`src/rtl/mem_req_queue_pkg.sv`:
```
// mem_req_queue_pkg: shared length encodings, idle port value, queue entry layout and FSM states.
package mem_req_queue_pkg;
    localparam logic [1:0] LEN_B = 2'b00;
    localparam logic [1:0] LEN_H = 2'b01;
    localparam logic [1:0] LEN_W = 2'b10;
    localparam int LEN_UNSIGNED_BIT = 2;
    localparam logic [2:0] LEN_IDLE = 3'b111;
    // Tag field is sized for the widest supported ROB tag; the top narrows it back to TAG_W.
    localparam int TAG_MAX = 8;

    typedef struct packed {
        logic               wr;
        logic [2:0]         len;
        logic [31:0]        addr;
        logic [31:0]        value;
        logic [TAG_MAX-1:0] tag;
        logic               killed;
    } entry_t;

    typedef enum logic {IDLE, BUSY} state_t;
endpackage

```
`src/rtl/mem_req_fifo.sv`:
```
// mem_req_fifo: circular request store with pointers, count, full flag and a broadside kill of queued loads.
module mem_req_fifo
    import mem_req_queue_pkg::*;
#(
    parameter int DEPTH_LOG = 3
) (
    input  logic   clk_in,
    input  logic   rst_in,
    input  logic   push,
    input  entry_t push_data,
    input  logic   pop,
    input  logic   kill,
    output entry_t head,
    output logic   full,
    output logic   empty
);
    localparam int DEPTH = 1 << DEPTH_LOG;

    entry_t mem [DEPTH];
    logic [DEPTH_LOG-1:0] rd_ptr, wr_ptr;
    logic [DEPTH_LOG:0] count;

    assign head  = mem[rd_ptr];
    assign full  = count[DEPTH_LOG];
    assign empty = count == '0;

    always_ff @(posedge clk_in or posedge rst_in) begin
        if (rst_in) begin
            rd_ptr <= '0;
            wr_ptr <= '0;
            count  <= '0;
        end else begin
            if (push) wr_ptr <= wr_ptr + 1'b1;
            if (pop) rd_ptr <= rd_ptr + 1'b1;
            count <= count + (DEPTH_LOG+1)'(push) - (DEPTH_LOG+1)'(pop);
        end
    end

    // A store pushed alongside a kill lands after the sweep, so it is never marked.
    always_ff @(posedge clk_in) begin
        if (kill)
            for (int i = 0; i < DEPTH; i++)
                if (!mem[i].wr) mem[i].killed <= 1'b1;
        if (push) mem[wr_ptr] <= push_data;
    end
endmodule

```
`src/rtl/mem_req_queue.sv`:
```
// mem_req_queue: in-order load/store issue queue with rob_clear load squashing.
// Define MEM_REQ_QUEUE_STATS_EN to build the stat_* counters; otherwise they read 0.
module mem_req_queue
    import mem_req_queue_pkg::*;
#(
    parameter int DEPTH_LOG = 3,
    parameter int TAG_W = 4
) (
    input  logic             clk_in,
    input  logic             rst_in,
    input  logic             rdy_in,
    input  logic             rob_clear,
    input  logic             enq_valid,
    input  logic             enq_wr,
    input  logic [2:0]       enq_len,
    input  logic [31:0]      enq_addr,
    input  logic [31:0]      enq_value,
    input  logic [TAG_W-1:0] enq_tag,
    output logic             enq_full,
    output logic             data_valid,
    output logic             data_wr,
    output logic [2:0]       data_len,
    output logic [31:0]      data_addr,
    output logic [31:0]      data_value,
    input  logic             data_ready,
    input  logic [31:0]      data_result,
    output logic             res_valid,
    output logic [TAG_W-1:0] res_tag,
    output logic [31:0]      res_value,
    output logic [31:0]      stat_loads,
    output logic [31:0]      stat_stores,
    output logic [31:0]      stat_killed,
    output logic [31:0]      stat_wait
);
    state_t state, state_n;
    entry_t head, enq_entry;
    logic full, empty, accept, push, head_dead, skip, issue, done;

    assign enq_full  = full;
    assign accept    = rdy_in && enq_valid && !full;
    assign push      = accept && !(rob_clear && !enq_wr);
    // A load at the head is already dead if the flush lands on this very edge.
    assign head_dead = head.killed || (rob_clear && !head.wr);
    assign enq_entry = '{wr: enq_wr, len: enq_len, addr: enq_addr, value: enq_value,
                         tag: TAG_MAX'(enq_tag), killed: 1'b0};

    mem_req_fifo #(.DEPTH_LOG(DEPTH_LOG)) fifo (
        .clk_in(clk_in),
        .rst_in(rst_in),
        .push(push),
        .push_data(enq_entry),
        .pop(skip || done),
        .kill(rdy_in && rob_clear),
        .head(head),
        .full(full),
        .empty(empty)
    );

    always_comb begin
        skip    = rdy_in && state == IDLE && !empty && head_dead;
        issue   = rdy_in && state == IDLE && !empty && !head_dead;
        done    = rdy_in && state == BUSY && data_ready;
        state_n = issue ? BUSY : done ? IDLE : state;
    end

    always_ff @(posedge clk_in or posedge rst_in) begin
        if (rst_in) state <= IDLE;
        else state <= state_n;
    end

    always_ff @(posedge clk_in or posedge rst_in) begin
        if (rst_in) begin
            data_valid <= 1'b0;
            data_wr    <= 1'b0;
            data_len   <= LEN_IDLE;
            data_addr  <= '0;
            data_value <= '0;
            res_valid  <= 1'b0;
            res_tag    <= '0;
            res_value  <= '0;
        end else if (rdy_in) begin
            res_valid <= done && !head.wr && !head_dead;
            if (issue) begin
                data_valid <= 1'b1;
                data_wr    <= head.wr;
                data_len   <= head.len;
                data_addr  <= head.addr;
                data_value <= head.value;
            end else if (done) begin
                data_valid <= 1'b0;
                data_wr    <= 1'b0;
                data_len   <= LEN_IDLE;
                data_addr  <= '0;
                data_value <= '0;
            end
            if (done && !head.wr) begin
                res_tag   <= TAG_W'(head.tag);
                res_value <= data_result;
            end
        end
    end

`ifdef MEM_REQ_QUEUE_STATS_EN
    logic [31:0] n_loads, n_stores, n_killed, n_wait;
    logic drop;

    assign drop = accept && rob_clear && !enq_wr;

    always_ff @(posedge clk_in or posedge rst_in) begin
        if (rst_in) begin
            n_loads  <= '0;
            n_stores <= '0;
            n_killed <= '0;
            n_wait   <= '0;
        end else if (rdy_in) begin
            n_loads  <= n_loads + 32'(done && !head.wr && !head_dead);
            n_stores <= n_stores + 32'(done && head.wr);
            n_killed <= n_killed + 32'(skip) + 32'(done && !head.wr && head_dead) + 32'(drop);
            n_wait   <= n_wait + 32'(state == BUSY);
        end
    end

    assign stat_loads  = n_loads;
    assign stat_stores = n_stores;
    assign stat_killed = n_killed;
    assign stat_wait   = n_wait;
`else
    assign stat_loads  = '0;
    assign stat_stores = '0;
    assign stat_killed = '0;
    assign stat_wait   = '0;
`endif
endmodule

```
`config.mk`:
```
export PLATFORM = sky130hd
export DESIGN_NAME = mem_req_queue
export DESIGN_NICKNAME = d
export VERILOG_FILES = /design/src/rtl/mem_req_queue_pkg.sv /design/src/rtl/mem_req_fifo.sv /design/src/rtl/mem_req_queue.sv
export SDC_FILE = /design/constraint.sdc
export NUM_CORES = 1
export LEC_CHECK = 0
export BUFFER_PORTS_ARGS = -buffer_cell sky130_fd_sc_hd__buf_2
export CORE_MARGIN = 2
export CORE_UTILIZATION = 55
export CTS_BUF_LIST = sky130_fd_sc_hd__clkbuf_8
export DETAILED_ROUTE_END_ITERATION = 12
export PLACE_DENSITY = 0.8
export REMOVE_ABC_BUFFERS = 1
export SYNTH_ARGS = -nofsm -noshare
export SYNTH_HDL_FRONTEND = slang
export SYNTH_HIERARCHICAL = 1
export SYNTH_SLANG_ARGS = --single-unit
```
`constraint.sdc`:
```
create_clock -name clk_in -period 9.4 [get_ports clk_in]
set_input_delay 0.47 -clock clk_in [delete_from_list [all_inputs] [get_ports clk_in]]
set_output_delay 0.47 -clock clk_in [all_outputs]
set_load 0.05 [all_outputs]
```
# ---- Word level (Yosys, flattened, before mapping)
# Memory sizes are Yosys's and may differ from the RTL's.
# Cells that the tools add are included.
# W data, S select, Z words.
dict set report totals {
  mem_bits_rw 584
  in_bits 110
  elab_cells 78
  regBits 117
  output_inout_bits 235
  mem_count 1
}
# name words width rd rd_clocked_by_memory_dff write_ports line_no
set memory_table {}
lappend memory_table {fifo.mem 8 73 9 0 9 mem_req_fifo.sv:19} ;# entry_t mem [DEPTH];
dict set report op_classes {
  add_sub_neg 4
  n_bitwise 1
  reduce_logical 26
  n_mux 34
}
# cell count
set op_table {}
lappend op_table {{$mux W32} 3}
lappend op_table {{$mux W1} 29}
lappend op_table {{$logic_and A1 B1 Y1} 14}
lappend op_table {{$add A3 B1 Y3 const B} 2}
lappend op_table {{$logic_not A1 Y1} 6}
lappend op_table {{$mux W3} 2}
lappend op_table {{$add A4 B1 Y4} 1}
lappend op_table {{$logic_not A4 Y1} 1}
lappend op_table {{$reduce_and A2 Y1} 2}
lappend op_table {{$sub A4 B1 Y4} 1}
lappend op_table {{$logic_or A1 B1 Y1} 2}
lappend op_table {{$reduce_bool A2 Y1} 1}
lappend op_table {{$not A1 Y1} 1}

# ---- Logic depth before layout (Yosys ltp)
# An unclocked memory read counts as a cell.
dict set report depth {
  depth_word 8
  mapped_depth 13
  ltp_nobuf 11
}

# ---- Hierarchy
# Netlist, hierarchy kept.
# mod seq_area_each_um2 area_per_inst_um2 cells_per_inst n_inst
set by_module_without_submodules {}
lappend by_module_without_submodules {mem_req_fifo 18667.9 24131.9 969 1}
lappend by_module_without_submodules {mem_req_queue 2681.3 5477.8 508 1}

# ---- Worst setup path after synthesis
# No wires, ideal clock.
dict set report synth_path {
  path_kind {reg2reg}
  from {reg fifo.count[3]}
  to {mem fifo/mem[0][0] (netlist name)}
  setup_ps 447
  path_stages_with_launch 4
  arrival_ps 9246
  required_time_ps 8953
  n_path_buf 0
  path_slack_ps -293
  synth_period_minus_slack_ps 9693
  path_cell_list {dfrtp_1 nor3_1 nor4b_1 a21oi_1}
}
# element line_no
set synth_lines {}
lappend synth_lines {{from (decl)} mem_req_fifo.sv:21} ;# logic [DEPTH_LOG:0] count;
lappend synth_lines {{from (signal assigned)} mem_req_fifo.sv:35} ;# count <= count + (DEPTH_LOG+1)'(push) - (DEPTH_LOG+1)'(pop);
lappend synth_lines {{to (decl)} mem_req_fifo.sv:19}

==> results.yml <==
cts:
  clk_latency_ns: 0.70
  htree_levels: 3
  clkTransAtPathRegs_ns: 0.06
  post_cts_resized: 0
  cts_buffers: 105
  cts.sinks: 701
  clock_path_buffers: 3
  cts_root_buf: "clkbuf_8"
  cts_tree: "built"
layout:
  final_cell_mix: "576 x edfxtp_1, 216 x buf_2, 129 x conb_1"
  fillers: 3354
  layout.nets: 1892
  design_area_um2: 32300
  drive_above_1_share_pct: 29.5
  mostFrequentLayoutCell: "edfxtp_1"
  syn2layout_area_growth_pct: 13.6
status:
  status: "finished, final reports clean"
route:
  drt_iter0_drc: 967
  drtAntennaViolNets: 0
  vias: 13671
  firstDrtPassIters: 5
  routed_wl_um: 55700
  drc: 0
  vias_per_cell: 5.35
  wire_per_inst_um: 21.8
sta:
  skew_ns: 0.0252
  worst_slew_pin_slew_ns: 1.28
  slew_headroom_pct: 14.9
  finalCriticalPeriod_ns: 4.69
  finalSetupViolCount: 0
  rsz0062_at_grt: "false"
  fin_crit_sh_pct: 49.9
  fmax_mhz: 213
  slew_viol_final: 0
  hold_viol: 0
global_route:
  grt_max_degree: 149
  grt_pass1_vias: 14109
  grt_pass1_wl_um: 84000
  antenna_found_initial: 9
  overflow: 0
  grtUsageTotal_pct: 21.1
die:
  die_area_um2: 53500
  die_h_um: 231
  die_x_um: 231
  io_pins: 345
  coreArea_um2: 51200
  rows: 83
  start_util_pct: 55.5
worst_setup_path:
  startpoint_type: "flip-flop"
  cp_cell_sequence: "buf_4 -> mux4_2 -> mux2_2 -> inv_1 -> a21oi_1 -> o21ai_0 -> ha_1 -> inv_1 -> ha_1 -> inv_1 -> fa_1 -> xnor2_1"
  crit_family: "buffers and inverters"
  crit_buf_inv: 4
  setup.worst_path.end_class: "flip-flop"
  worstPathArrival_ns: 5.31
  critical_path.max_fanout: 82
  slowest_stage: "dfrtp_4"
  crit_required_ns: 10.02
  slowest_delay_ns: 1.00
  path_class: "flip-flop to flip-flop"
  cp_common_cell: "inv_1"
job:
  cap_violations: 0
synth:
  syn_inst: 1433
  postSynthAreaPerCell_um2: 19.8
  syn_area_um2: 28400
  yosysWarnings: 6
place:
  dpl-instance-area_um2: 29600
  gp_congestion: 0.755
  hpwlAfterDp_um: 31500
  io_buffers: 216
power_and_ir_drop:
  leakagePower_uw: 0.0123
  peakVddDrop_v: 0.000237
  p_total_uw: 9150
  powerDensity_nw_per_um2: 283
hold_path:
  min_path_type: "primary input to flip-flop"
-- worst paths after layout --
path	startpoint	to	slack, ns	cells after the start
setup / recovery	fifo/rd_ptr[2]$_DFFE_PP0P_	fifo/count[2]$_DFF_PP0_	4.71	12
setup reg to reg	fifo/rd_ptr[2]$_DFFE_PP0P_	fifo/count[2]$_DFF_PP0_	4.71	12
max in group asynchronous	rst_in	data_addr[11]$_DFFE_PP0P_	8.04	3
min in group asynchronous	rst_in	fifo/count[1]$_DFF_PP0_	0.38	3
hold reg to reg	data_valid$_DFFE_PP0P_	data_valid$_DFFE_PP0P_	0.47	1
hold / removal	enq_value[19]	fifo/mem[4][28]$_DFFE_PP_	0.05	1
-- power by group --
group	switching (µW)	total [µW]	internal [µW]	leakage, µW
clock	1140	2270	1130	0.00118
combinational	1770	2930	1160	0.00439
sequential	247	3950	3700	0.00672
total	3150	9150	5990	0.0123
-- layout make-up --
| class | instances | area, µm² | area share (%) |
|---|---|---|---|
| repair buffers | 299 | 1890 | 5.86 |
| clock buffers | 111 | 1530 | 4.73 |
| well taps | 680 | 851 | 2.64 |
| flip-flops and latches | 701 | 20400 | 63.2 |
| inverters | 80 | 313 | 0.969 |
| diodes | 7 | 17.5 | 0.0543 |
| clock inverters | 88 | 428 | 1.33 |
| multi-input cells | 587 | 6840 | 21.2 |
-- metrics by stage --
step	cells	worst slack, ns	util (%)	hold slack, ns	TNS, ns
global placement	2277	4.66	57.8	0.459	0
finish	2553	4.71	63.0	0.0499	0
floorplan	1368	-0.842	-	0.310	-73.81
detailed placement	2277	4.64	57.8	0.462	0
CTS	2546	4.63	63.0	0.000647	0
global route	2551	4.35	63.0	0.0127	0
-- routing by layer --
metal	up-vias	GRT usage (%)	wire, µm
met2	520	36.3	28800
li1	6065	-	-
met3	73	4.54	3680
met5	-	0	13
met1	7011	26.8	22200
met4	2	7.20	1030
-- worst reg2reg max path, delay by kind of cell (launching register included) --
kind                     cells  cell delay, ns
buffers and inverters        4            1.30
flip-flops                   1            1.00
adder cells (fa/ha/maj)      3            0.88
multiplexers                 2            0.69
AO/OA/AOI/OAI                2            0.53
XOR/XNOR                     1            0.19
-- flip-flops by register name (all words and copies together), names as in the netlist --
name         cells
fifo/wr_ptr      3
data_valid       1
res_tag          4
fifo/mem       584
data_addr       32
fifo/rd_ptr      3
res_valid        1
data_len         3
res_value       32
data_wr          1
state            1
fifo/count       4
data_value      32
-- timing repair --
action	CTS	global route
buffers inserted	0	0
hold buffers	70	0
endpoints found under the hold margin	265	0
No activity file was read; power rests on OpenSTA's default activity.
